==> src/rtl/fifo_drain_arbiter_pkg.sv <==
// ---------------------------------------------------------------------------
// fifo_arb_pkg
//
// Purpose: shared types and sizing helpers for the FIFO drain arbiter and its
// round-robin picker.
//
// Contents:
//   arb_state_t    - arbiter FSM state (IDLE waits for a pending channel,
//                    DRAIN pops words from the granted channel)
//   calc_gw()      - width of a channel index for N channels, never below 1
//   calc_cnt_w()   - width of a counter that must reach MAX_BURST
// ---------------------------------------------------------------------------
package fifo_arb_pkg;

  typedef enum logic {
    IDLE  = 1'b0,
    DRAIN = 1'b1
  } arb_state_t;

  // Index width for n channels. Two channels still need one bit, so the
  // result is clamped to a minimum of 1.
  function automatic int calc_gw(input int n);
    return (n > 2) ? $clog2(n) : 1;
  endfunction

  // Width of the per-grant pop counter. It has to hold MAX_BURST itself, not
  // just MAX_BURST-1, hence the +1 before taking the log.
  function automatic int calc_cnt_w(input int max_burst);
    return (max_burst > 1) ? $clog2(max_burst + 1) : 1;
  endfunction

endpackage

==> src/rtl/fifo_drain_arbiter_rr_pick.sv <==
// ---------------------------------------------------------------------------
// rr_pick
//
// Purpose: combinational round-robin picker. Returns the first requesting
// channel strictly after 'last', searching upward and wrapping from N-1
// back to 0. 'last' itself is therefore the lowest-priority channel.
//
// Ports:
//   req   [N-1:0]  in   request vector (one bit per channel)
//   last  [GW-1:0] in   channel granted most recently
//   found          out  at least one request bit is set
//   idx   [GW-1:0] out  chosen channel; 0 when nothing is requested
// ---------------------------------------------------------------------------
module rr_pick
  import fifo_arb_pkg::*;
#(
  parameter int N  = 4,
  parameter int GW = calc_gw(N)
) (
  input  logic [N-1:0]  req,
  input  logic [GW-1:0] last,
  output logic          found,
  output logic [GW-1:0] idx
);

  logic [N-1:0] upper_mask;
  logic [N-1:0] upper_req;

  // Mask of channels numbered strictly above 'last'. These are the channels
  // that come first in the rotated priority order; everything at or below
  // 'last' only gets a turn after the search wraps around.
  always_comb begin
    upper_mask = '0;
    for (int i = 0; i < N; i++) begin
      upper_mask[i] = (i > int'(last));
    end
  end

  assign upper_req = req & upper_mask;

  // Two lowest-index-first searches. The unmasked search gives the wrapped
  // answer; the masked search then overrides it whenever a channel above
  // 'last' is requesting, which is exactly the rotated priority order.
  // Scanning downward lets the last hit (the lowest index) win.
  always_comb begin
    found = |req;
    idx   = '0;
    for (int i = N - 1; i >= 0; i--) begin
      if (req[i]) begin
        idx = GW'(i);
      end
    end
    for (int i = N - 1; i >= 0; i--) begin
      if (upper_req[i]) begin
        idx = GW'(i);
      end
    end
  end

endmodule

==> src/rtl/fifo_drain_arbiter.sv <==
// ---------------------------------------------------------------------------
// fifo_drain_arbiter
//
// Purpose: round-robin read scheduler sharing one downstream consumer among
// N FIFOs. A channel arms when its FIFO reports full and stays armed until
// it has been drained to empty. Each grant pops at most MAX_BURST words,
// after which the channel goes to the back of the round-robin order.
//
// Parameters:
//   N          number of FIFO channels (2..16)
//   MAX_BURST  maximum pops per grant (>= 1)
//
// Ports:
//   clk                  in   system clock, everything on the rising edge
//   rst_n                in   synchronous active-low reset
//   read_full   [N-1:0]  in   per-channel FIFO full flag
//   read_empty  [N-1:0]  in   per-channel FIFO empty flag
//   sink_ready           in   consumer accepts a word this cycle
//   read_req    [N-1:0]  out  one-hot pop strobe (combinational)
//   grant_valid          out  a channel is currently granted
//   grant_idx   [GW-1:0] out  granted channel
// ---------------------------------------------------------------------------
module fifo_drain_arbiter
  import fifo_arb_pkg::*;
#(
  parameter  int N         = 4,
  parameter  int MAX_BURST = 8,
  localparam int GW        = calc_gw(N)
) (
  input  logic          clk,
  input  logic          rst_n,
  input  logic [N-1:0]  read_full,
  input  logic [N-1:0]  read_empty,
  input  logic          sink_ready,
  output logic [N-1:0]  read_req,
  output logic          grant_valid,
  output logic [GW-1:0] grant_idx
);

  localparam int            CW         = calc_cnt_w(MAX_BURST);
  localparam logic [CW-1:0] LAST_BEAT  = CW'(MAX_BURST - 1);
  localparam logic [GW-1:0] RESET_LAST = GW'(N - 1);

  arb_state_t    state;
  logic [N-1:0]  pending;
  logic [N-1:0]  pending_nxt;
  logic [GW-1:0] last_grant;
  logic [CW-1:0] burst_cnt;

  logic          pick_found;
  logic [GW-1:0] pick_idx;

  logic          cur_empty;
  logic          cur_full;
  logic          pop;

  // The picker looks at the registered pending set, so a channel that arms
  // in cycle t is first considered in t+1 and drained from t+2 onward.
  rr_pick #(
    .N  (N),
    .GW (GW)
  ) u_pick (
    .req   (pending),
    .last  (last_grant),
    .found (pick_found),
    .idx   (pick_idx)
  );

  assign cur_empty = read_empty[grant_idx];
  assign cur_full  = read_full[grant_idx];

  // A pop happens only while draining, when the granted FIFO still has data
  // and the consumer can take it. Gating on the empty flag guarantees we
  // never strobe an empty FIFO.
  assign pop = (state == DRAIN) && !cur_empty && sink_ready;

  // Pop strobe decode. Only the granted channel's bit can ever be set, which
  // keeps the strobe one-hot (or all zero) by construction.
  always_comb begin
    read_req = '0;
    if (pop) begin
      read_req[grant_idx] = 1'b1;
    end
  end

  // Next pending set. Any full flag arms its channel. The granted channel is
  // disarmed when it is found empty, except that a full flag seen in the
  // same cycle re-arms it: setting has priority over clearing so a FIFO that
  // fills again right away is never forgotten. A burst-limit exit leaves the
  // pending bit alone so the channel competes again after the others.
  always_comb begin
    pending_nxt = pending | read_full;
    if ((state == DRAIN) && cur_empty && !cur_full) begin
      pending_nxt[grant_idx] = 1'b0;
    end
  end

  // Arbiter FSM with its registered outputs. In IDLE it grants the next
  // pending channel in round-robin order and clears the burst counter. In
  // DRAIN it counts pops and returns to IDLE either when the FIFO runs empty
  // (possibly on the very first cycle, with zero pops) or when the pop that
  // completes the burst happens. Every exit records the channel as the most
  // recent grant and costs one IDLE cycle before the next grant. While the
  // consumer stalls, nothing moves. Reset starts with last_grant at N-1 so
  // that channel 0 has top priority first.
  always_ff @(posedge clk) begin
    if (!rst_n) begin
      state       <= IDLE;
      pending     <= '0;
      grant_idx   <= '0;
      last_grant  <= RESET_LAST;
      burst_cnt   <= '0;
      grant_valid <= 1'b0;
    end else begin
      pending <= pending_nxt;
      case (state)
        IDLE: begin
          if (pick_found) begin
            grant_idx   <= pick_idx;
            burst_cnt   <= '0;
            state       <= DRAIN;
            grant_valid <= 1'b1;
          end
        end
        DRAIN: begin
          if (cur_empty) begin
            state       <= IDLE;
            grant_valid <= 1'b0;
            last_grant  <= grant_idx;
          end else if (pop) begin
            burst_cnt <= burst_cnt + CW'(1);
            if (burst_cnt == LAST_BEAT) begin
              state       <= IDLE;
              grant_valid <= 1'b0;
              last_grant  <= grant_idx;
            end
          end
        end
        default: begin
          state       <= IDLE;
          grant_valid <= 1'b0;
        end
      endcase
    end
  end

endmodule
==> config.mk <==
export PLATFORM = sky130hd
export DESIGN_NAME = fifo_drain_arbiter
export DESIGN_NICKNAME = d
export VERILOG_FILES = /design/src/rtl/fifo_drain_arbiter_pkg.sv /design/src/rtl/fifo_drain_arbiter_rr_pick.sv /design/src/rtl/fifo_drain_arbiter.sv
export SDC_FILE = /design/constraint.sdc
export NUM_CORES = 1
export LEC_CHECK = 0
export CORE_UTILIZATION = 45
export DETAILED_ROUTE_END_ITERATION = 8
export PLACE_DENSITY_LB_ADDON = 0.2
export SYNTH_ARGS = -nofsm -noshare
export SYNTH_HDL_FRONTEND = slang
export SYNTH_SLANG_ARGS = --single-unit
==> constraint.sdc <==
create_clock -name clk -period 1.88 [get_ports clk]
set_input_delay 0.376 -clock clk [delete_from_list [all_inputs] [get_ports clk]]
set_output_delay 0.376 -clock clk [all_outputs]
set_load 0.02 [all_outputs]
---- Yosys cells after proc, flatten, opt, wreduce, memory -nomap -nowiden ----
Cells that the tools add are included.
Widths: inputs -> output; s select.
cells by class
  equality and inequality tests ........... 6
  magnitude comparators ................... 5
  multiplexer cells ....................... 33
  reduce and logical (&&, ||, !) cells .... 14
  add/sub/neg operators ................... 1
  bitwise gates (word level) .............. 5
operators with widths
  cell                 count
  $mux 2               11
  $mux 4               5
  $mux 1               11
  $reduce_and 3->1     3
  $and 4x4->4          2
  $pmux 4 s2           1
  $ne 3x1->1 const B   2
  $logic_and 1x1->1    5
  $add 4x1->4 const B  1
  $bmux 1 s2           2
  $eq 4x3->1 const B   1
  $gt 2x2->1 const A   2
  $ne 2x2->1 const B   2
  $not 4->4            1
  $or 4x4->4           1
  $pmux 1 s2           2
  $reduce_bool 2->1    2
  $reduce_or 4->1      1
  $lt 2x3->1 const B   1
  $demux 1 s2          1
  $ge 2x1->1 const B   1
  $gt 1x2->1 const A   1
  $logic_not 1->1      2
  $ne 2x1->1 const B   1
  other kinds (2)      2
word-level totals
  input bits .............................. 11
  logic and storage cells ................. 70
  bits in registers ....................... 14
  output and inout port bits .............. 7

---- Logic depth before layout (Yosys ltp) ----
  word-level depth ........................ 8
  mapped depth ............................ 5
  mapped depth without buffers ............ 5

---- Modules after synthesis ----
A second synthesis with hierarchy kept.
unflattened totals
  cell total of the unflattened synthesis .. 90
  area, all modules ....................... 737.0 µm²
by module, submodules not included
  module              cells an instance  area each (µm²)  instances  seq. area each (µm²)
  fifo_drain_arbiter  77                 666.9            1          280.3
  rr_pick             13                 70.1             1          0.0

---- Least setup slack after synthesis ----
No wires, ideal clock.
  kind .................................... reg2out
  start ................................... register grant_idx[1]
  end ..................................... output read_req[3]
  setup slack ............................. 0.183 ns
  data required time ...................... 1.504 ns
  stages on the path, launching flop included .. 3
  arrival time ............................ 1.321 ns
  path through ............................ dfxtp_1 clkbuf_1 nor3b_1
on the way
  cells in the longest elaborated chain, start to end .. 6
ends and longest elaborated chain
  what                                                line                       RTL
  start: declaration                                  fifo_drain_arbiter.sv:37   output logic [GW-1:0] grant_idx
  start signal: assignment                            fifo_drain_arbiter.sv:119  grant_idx <= pick_idx;
  branches (longest 5 deep; another with $lt 2x3->1)  -
  $mux 4 *                                            fifo_drain_arbiter.sv:81   if (pop) begin
  end: declaration                                    fifo_drain_arbiter.sv:35   output logic [N-1:0] read_req,
Every way passes the cells marked *. The select of a mux whose other input is x is not followed.

---- Final worst setup path ----
  start ................................... input sink_ready
  end ..................................... output read_req[3]
on the way
  cells in the longest elaborated chain, start to end .. 2
ends and longest elaborated chain
  what                line                      RTL
  start: declaration  fifo_drain_arbiter.sv:34  input logic sink_ready,
  $logic_and 1x1->1   fifo_drain_arbiter.sv:75  assign pop = (state == DRAIN) && !cur_empty && sink_ready;
  $mux 4              fifo_drain_arbiter.sv:81
No other way between the ends.

==> run_results.csv <==
group,metric,value,unit
placed_design,gp_congestion,0.851,
global_routing,grt_usage,23.5,%
synthesis,synth_area,739,um2
placed_design,hpwl,1330,um
drt,firstDrtPassIters,5,
floorplan,dieArea,0.00181,mm2
clock_tree,clock_latency,0.28,ns
synthesis,synth-async-reset-ratio,0,%
setup_path,r2r_start,"grant_idx[1]",
layout,n_fill_cell,132,
setup_path,path_depth,4,
flow_run,cap_violations,0,
synthesis,yosysMostFrequentCell,"dfxtp_1",
floorplan,die_y,42.5,um
synthesis,synth-edff-count,0,
hold_path,hp-class,"reg2reg",
setup_path,reg2regPathDepth,5,
floorplan,ios,18,
setup_path,cp-start-kind,"input pin",
global_routing,grt_max_degree,13,
placed_design,dp_cells,132,
sta,min_period_over_period,97.1,%
power_and_ir_drop,p_leak,0.408,nW
sta,fin_ws,0.0540,ns
synthesis,ys_seq_elements,14,
clock_tree,cts_tree,"yes",
sta,worst_slew_pin_slew,0.331,ns
synthesis,yosys_warnings,0,
floorplan,die-width,42.5,um
setup_path,cp_num_buf_inv,2,
drt,drc_errors,0,
sta,clock.fmax,548,MHz
power_and_ir_drop,p_total,0.000739,W
sta,tns,0,ns
clock_tree,cts_buffers,3,
setup_path,crit_path_end_kind,"primary output",
floorplan,start_util,48.5,%
clock_tree,cts.sinks,14,
global_routing,grt_pass1_vias,769,
sta,finClkSkew,0.00289,ns
layout,multi_input_area,435,um2
floorplan,core,0.00152,mm2
clock_tree,htreeDepth,1,
setup_path,crit_arrival,1.45,ns
placed_design,place_worst_setup_slack,-0.425,ns
setup_path,cp.required,1.50,ns
setup_path,cp_top_family,"buffers and inverters",
layout,fin_nets,133,
setup_path,cpPeakStageDelay,0.52,ns
sta,rsz0062_at_grt,"yes",
setup_path,regToRegSetupSlack,0.25,ns
synthesis,netlist_top_cells_count,"14 x dfxtp_1, 11 x a21oi_1, 7 x nand3_1",
power_and_ir_drop,powerDensity,715,mW/mm2
synthesis,ys_seq_area_share,37.9,%
drt,vias,815,
sta,slew_violations,0,
layout,final_cells,135,
setup_path,crit_path_end,"read_req[3]",
setup_path,crit_start,"sink_ready",
setup_path,crit_chain,"clkdlybuf4s50_1, nand3_2, nor3b_2, clkdlybuf4s15_2",
drt,dr.first_iter.drc_count,24,
setup_path,slowest_stage,"clkdlybuf4s50_1",
clock_tree,cts_buffer_depth,2,
floorplan,num_rows,14,
sta,setup_viol,0,
placed_design,port_buffers,17,
layout,area.growth.synth_to_final,39.8,%
setup_path,reg2reg_to,"burst_cnt[3]",
synthesis,syn_inst,91,
setup_path,crit_type,"in2out",
synthesis,ys_top_cells_by_area,"dfxtp_1 38%, a21oi_1 7.4%, nand3_1 4.7%",
synthesis,synth_fp_nets,103,
sta,hold_viol,0,
drt,drt_wl_total,1910,um
status,outcome,"complete, no violations",
drt,ant_nets,0,
synthesis,yosysTopAreaCell,"dfxtp_1",
synthesis,avgSynthCellArea,8.13,um2
layout,seqCellArea,280,um2
synthesis,ys_dominant_reg_cell,"dfxtp_1",
clock_tree,root_buffer,"clkbuf_4",
placed_design,placed_area,0.00101,mm2
layout,antenna_cells,0,
setup_path,cp_max_fo,3,
sta,min_period,1.83,ns
layout,layout-drive-gt1-share,23.5,%
clock_tree,clk_pin_slew,0.08,ns
layout,finalInstanceArea,0.00103,mm2
synthesis,yosysUniqueCellTypes,35,
sta,maxSlewHeadroom,77.9,%
drt,wl_per_cell,14.2,um
drt,viasPerCell,6.04,
synthesis,yosysTopAreaCellShare,37.9,%
global_routing,grt_pass1_wl,3240,um
global_routing,overflow,0,
global_routing,antenna_found_initial,0,
power_and_ir_drop,ir_drop,0.000584,V
## area by class of cell
type / count / share of cell area, %
clock buffer: 3 / 2.18
timing repair buffer: 30 / 24.8
multi-input combinational: 67 / 42.1
sequential: 14 / 27.1
tap: 16 / 1.94
inverter: 5 / 1.82
## tightest hold or removal path: cells and delay by family (launching register included)
kind             cells  cell delay (ns)
AND/OR/NAND/NOR      1             0.07
AO/OA/AOI/OAI        1             0.06
flip-flops           1             0.33
## per-layer routing
layer	wire (um)	GRT usage (%)	vias to the layer above
li1	-	-	394
met1	892	29.5	374
met2	817	35.1	38
met3	127	6.03	9
met4	76	15.6	0
met5	0	0	-
## power by group
| group | leakage [nW] | switching (W) | total, W | internal, W |
|---|---|---|---|---|
| clock network | 0.0138 | 0.000102 | 0.000176 | 0.0000745 |
| logic | 0.279 | 0.000106 | 0.000219 | 0.000112 |
| registers | 0.116 | 0.0000242 | 0.000345 | 0.000320 |
| total | 0.408 | 0.000232 | 0.000739 | 0.000507 |
## registers in the layout, indices dropped and copies added, names as in the netlist
signal,count
burst_cnt,4
grant_idx,2
last_grant,2
pending,4
state,1
grant_valid,1
## per-stage QoR
stage	util [%]	hold WS, ns
5_1_grt	67.8	0.525
2_1_floorplan	-	0.455
3_5_place_dp	66.0	0.491
6_report	67.8	0.501
3_3_place_gp	66.0	0.477
4_1_cts	67.2	0.502
## placed cells by master, fill, tap and decap left out, types with 2 or more instances in the layout
cell	n
a21oi_1	11
a31oi_1	2
buf_4	14
clkbuf_4	3
clkdlybuf4s50_1	13
dfxtp_1	14
inv_1	5
nand2_1	4
nand2b_1	3
nand3_1	6
nand4_1	2
nor2_1	6
nor3b_2	2
o21ai_0	5
o22ai_1	2
or3_1	3
## worst min-delay path by stage
stage | start | endpoint | slack, ns | cells after the start
global placement | burst_cnt[3] | burst_cnt[3] | 0.48 | 2
detailed placement | burst_cnt[1] | burst_cnt[1] | 0.49 | 2
floorplan | burst_cnt[3] | burst_cnt[3] | 0.46 | 2
finish | burst_cnt[1] | burst_cnt[1] | 0.50 | 2
CTS | burst_cnt[1] | burst_cnt[1] | 0.50 | 2
global route | burst_cnt[1] | burst_cnt[1] | 0.52 | 2
## cell families (layout without fill, tap and decap cells)
logic type	after synthesis	count (layout)	synth area share, %
adders and majority gates	1	1	1.69
buffers and inverters	10	38	5.41
DFF	14	14	37.9
and+or+nand+nor	37	37	27.8
muxes	2	2	3.38
AOI/OAI and AO/OA	27	27	23.9
## timing repair
item	in CTS	in global routing
hold buffers	0	0
buffers inserted	0	0
gates resized for setup	13	9
setup endpoints to repair	4	4
cloned	0	0
Note: power is estimated with default switching activity, not from simulation.
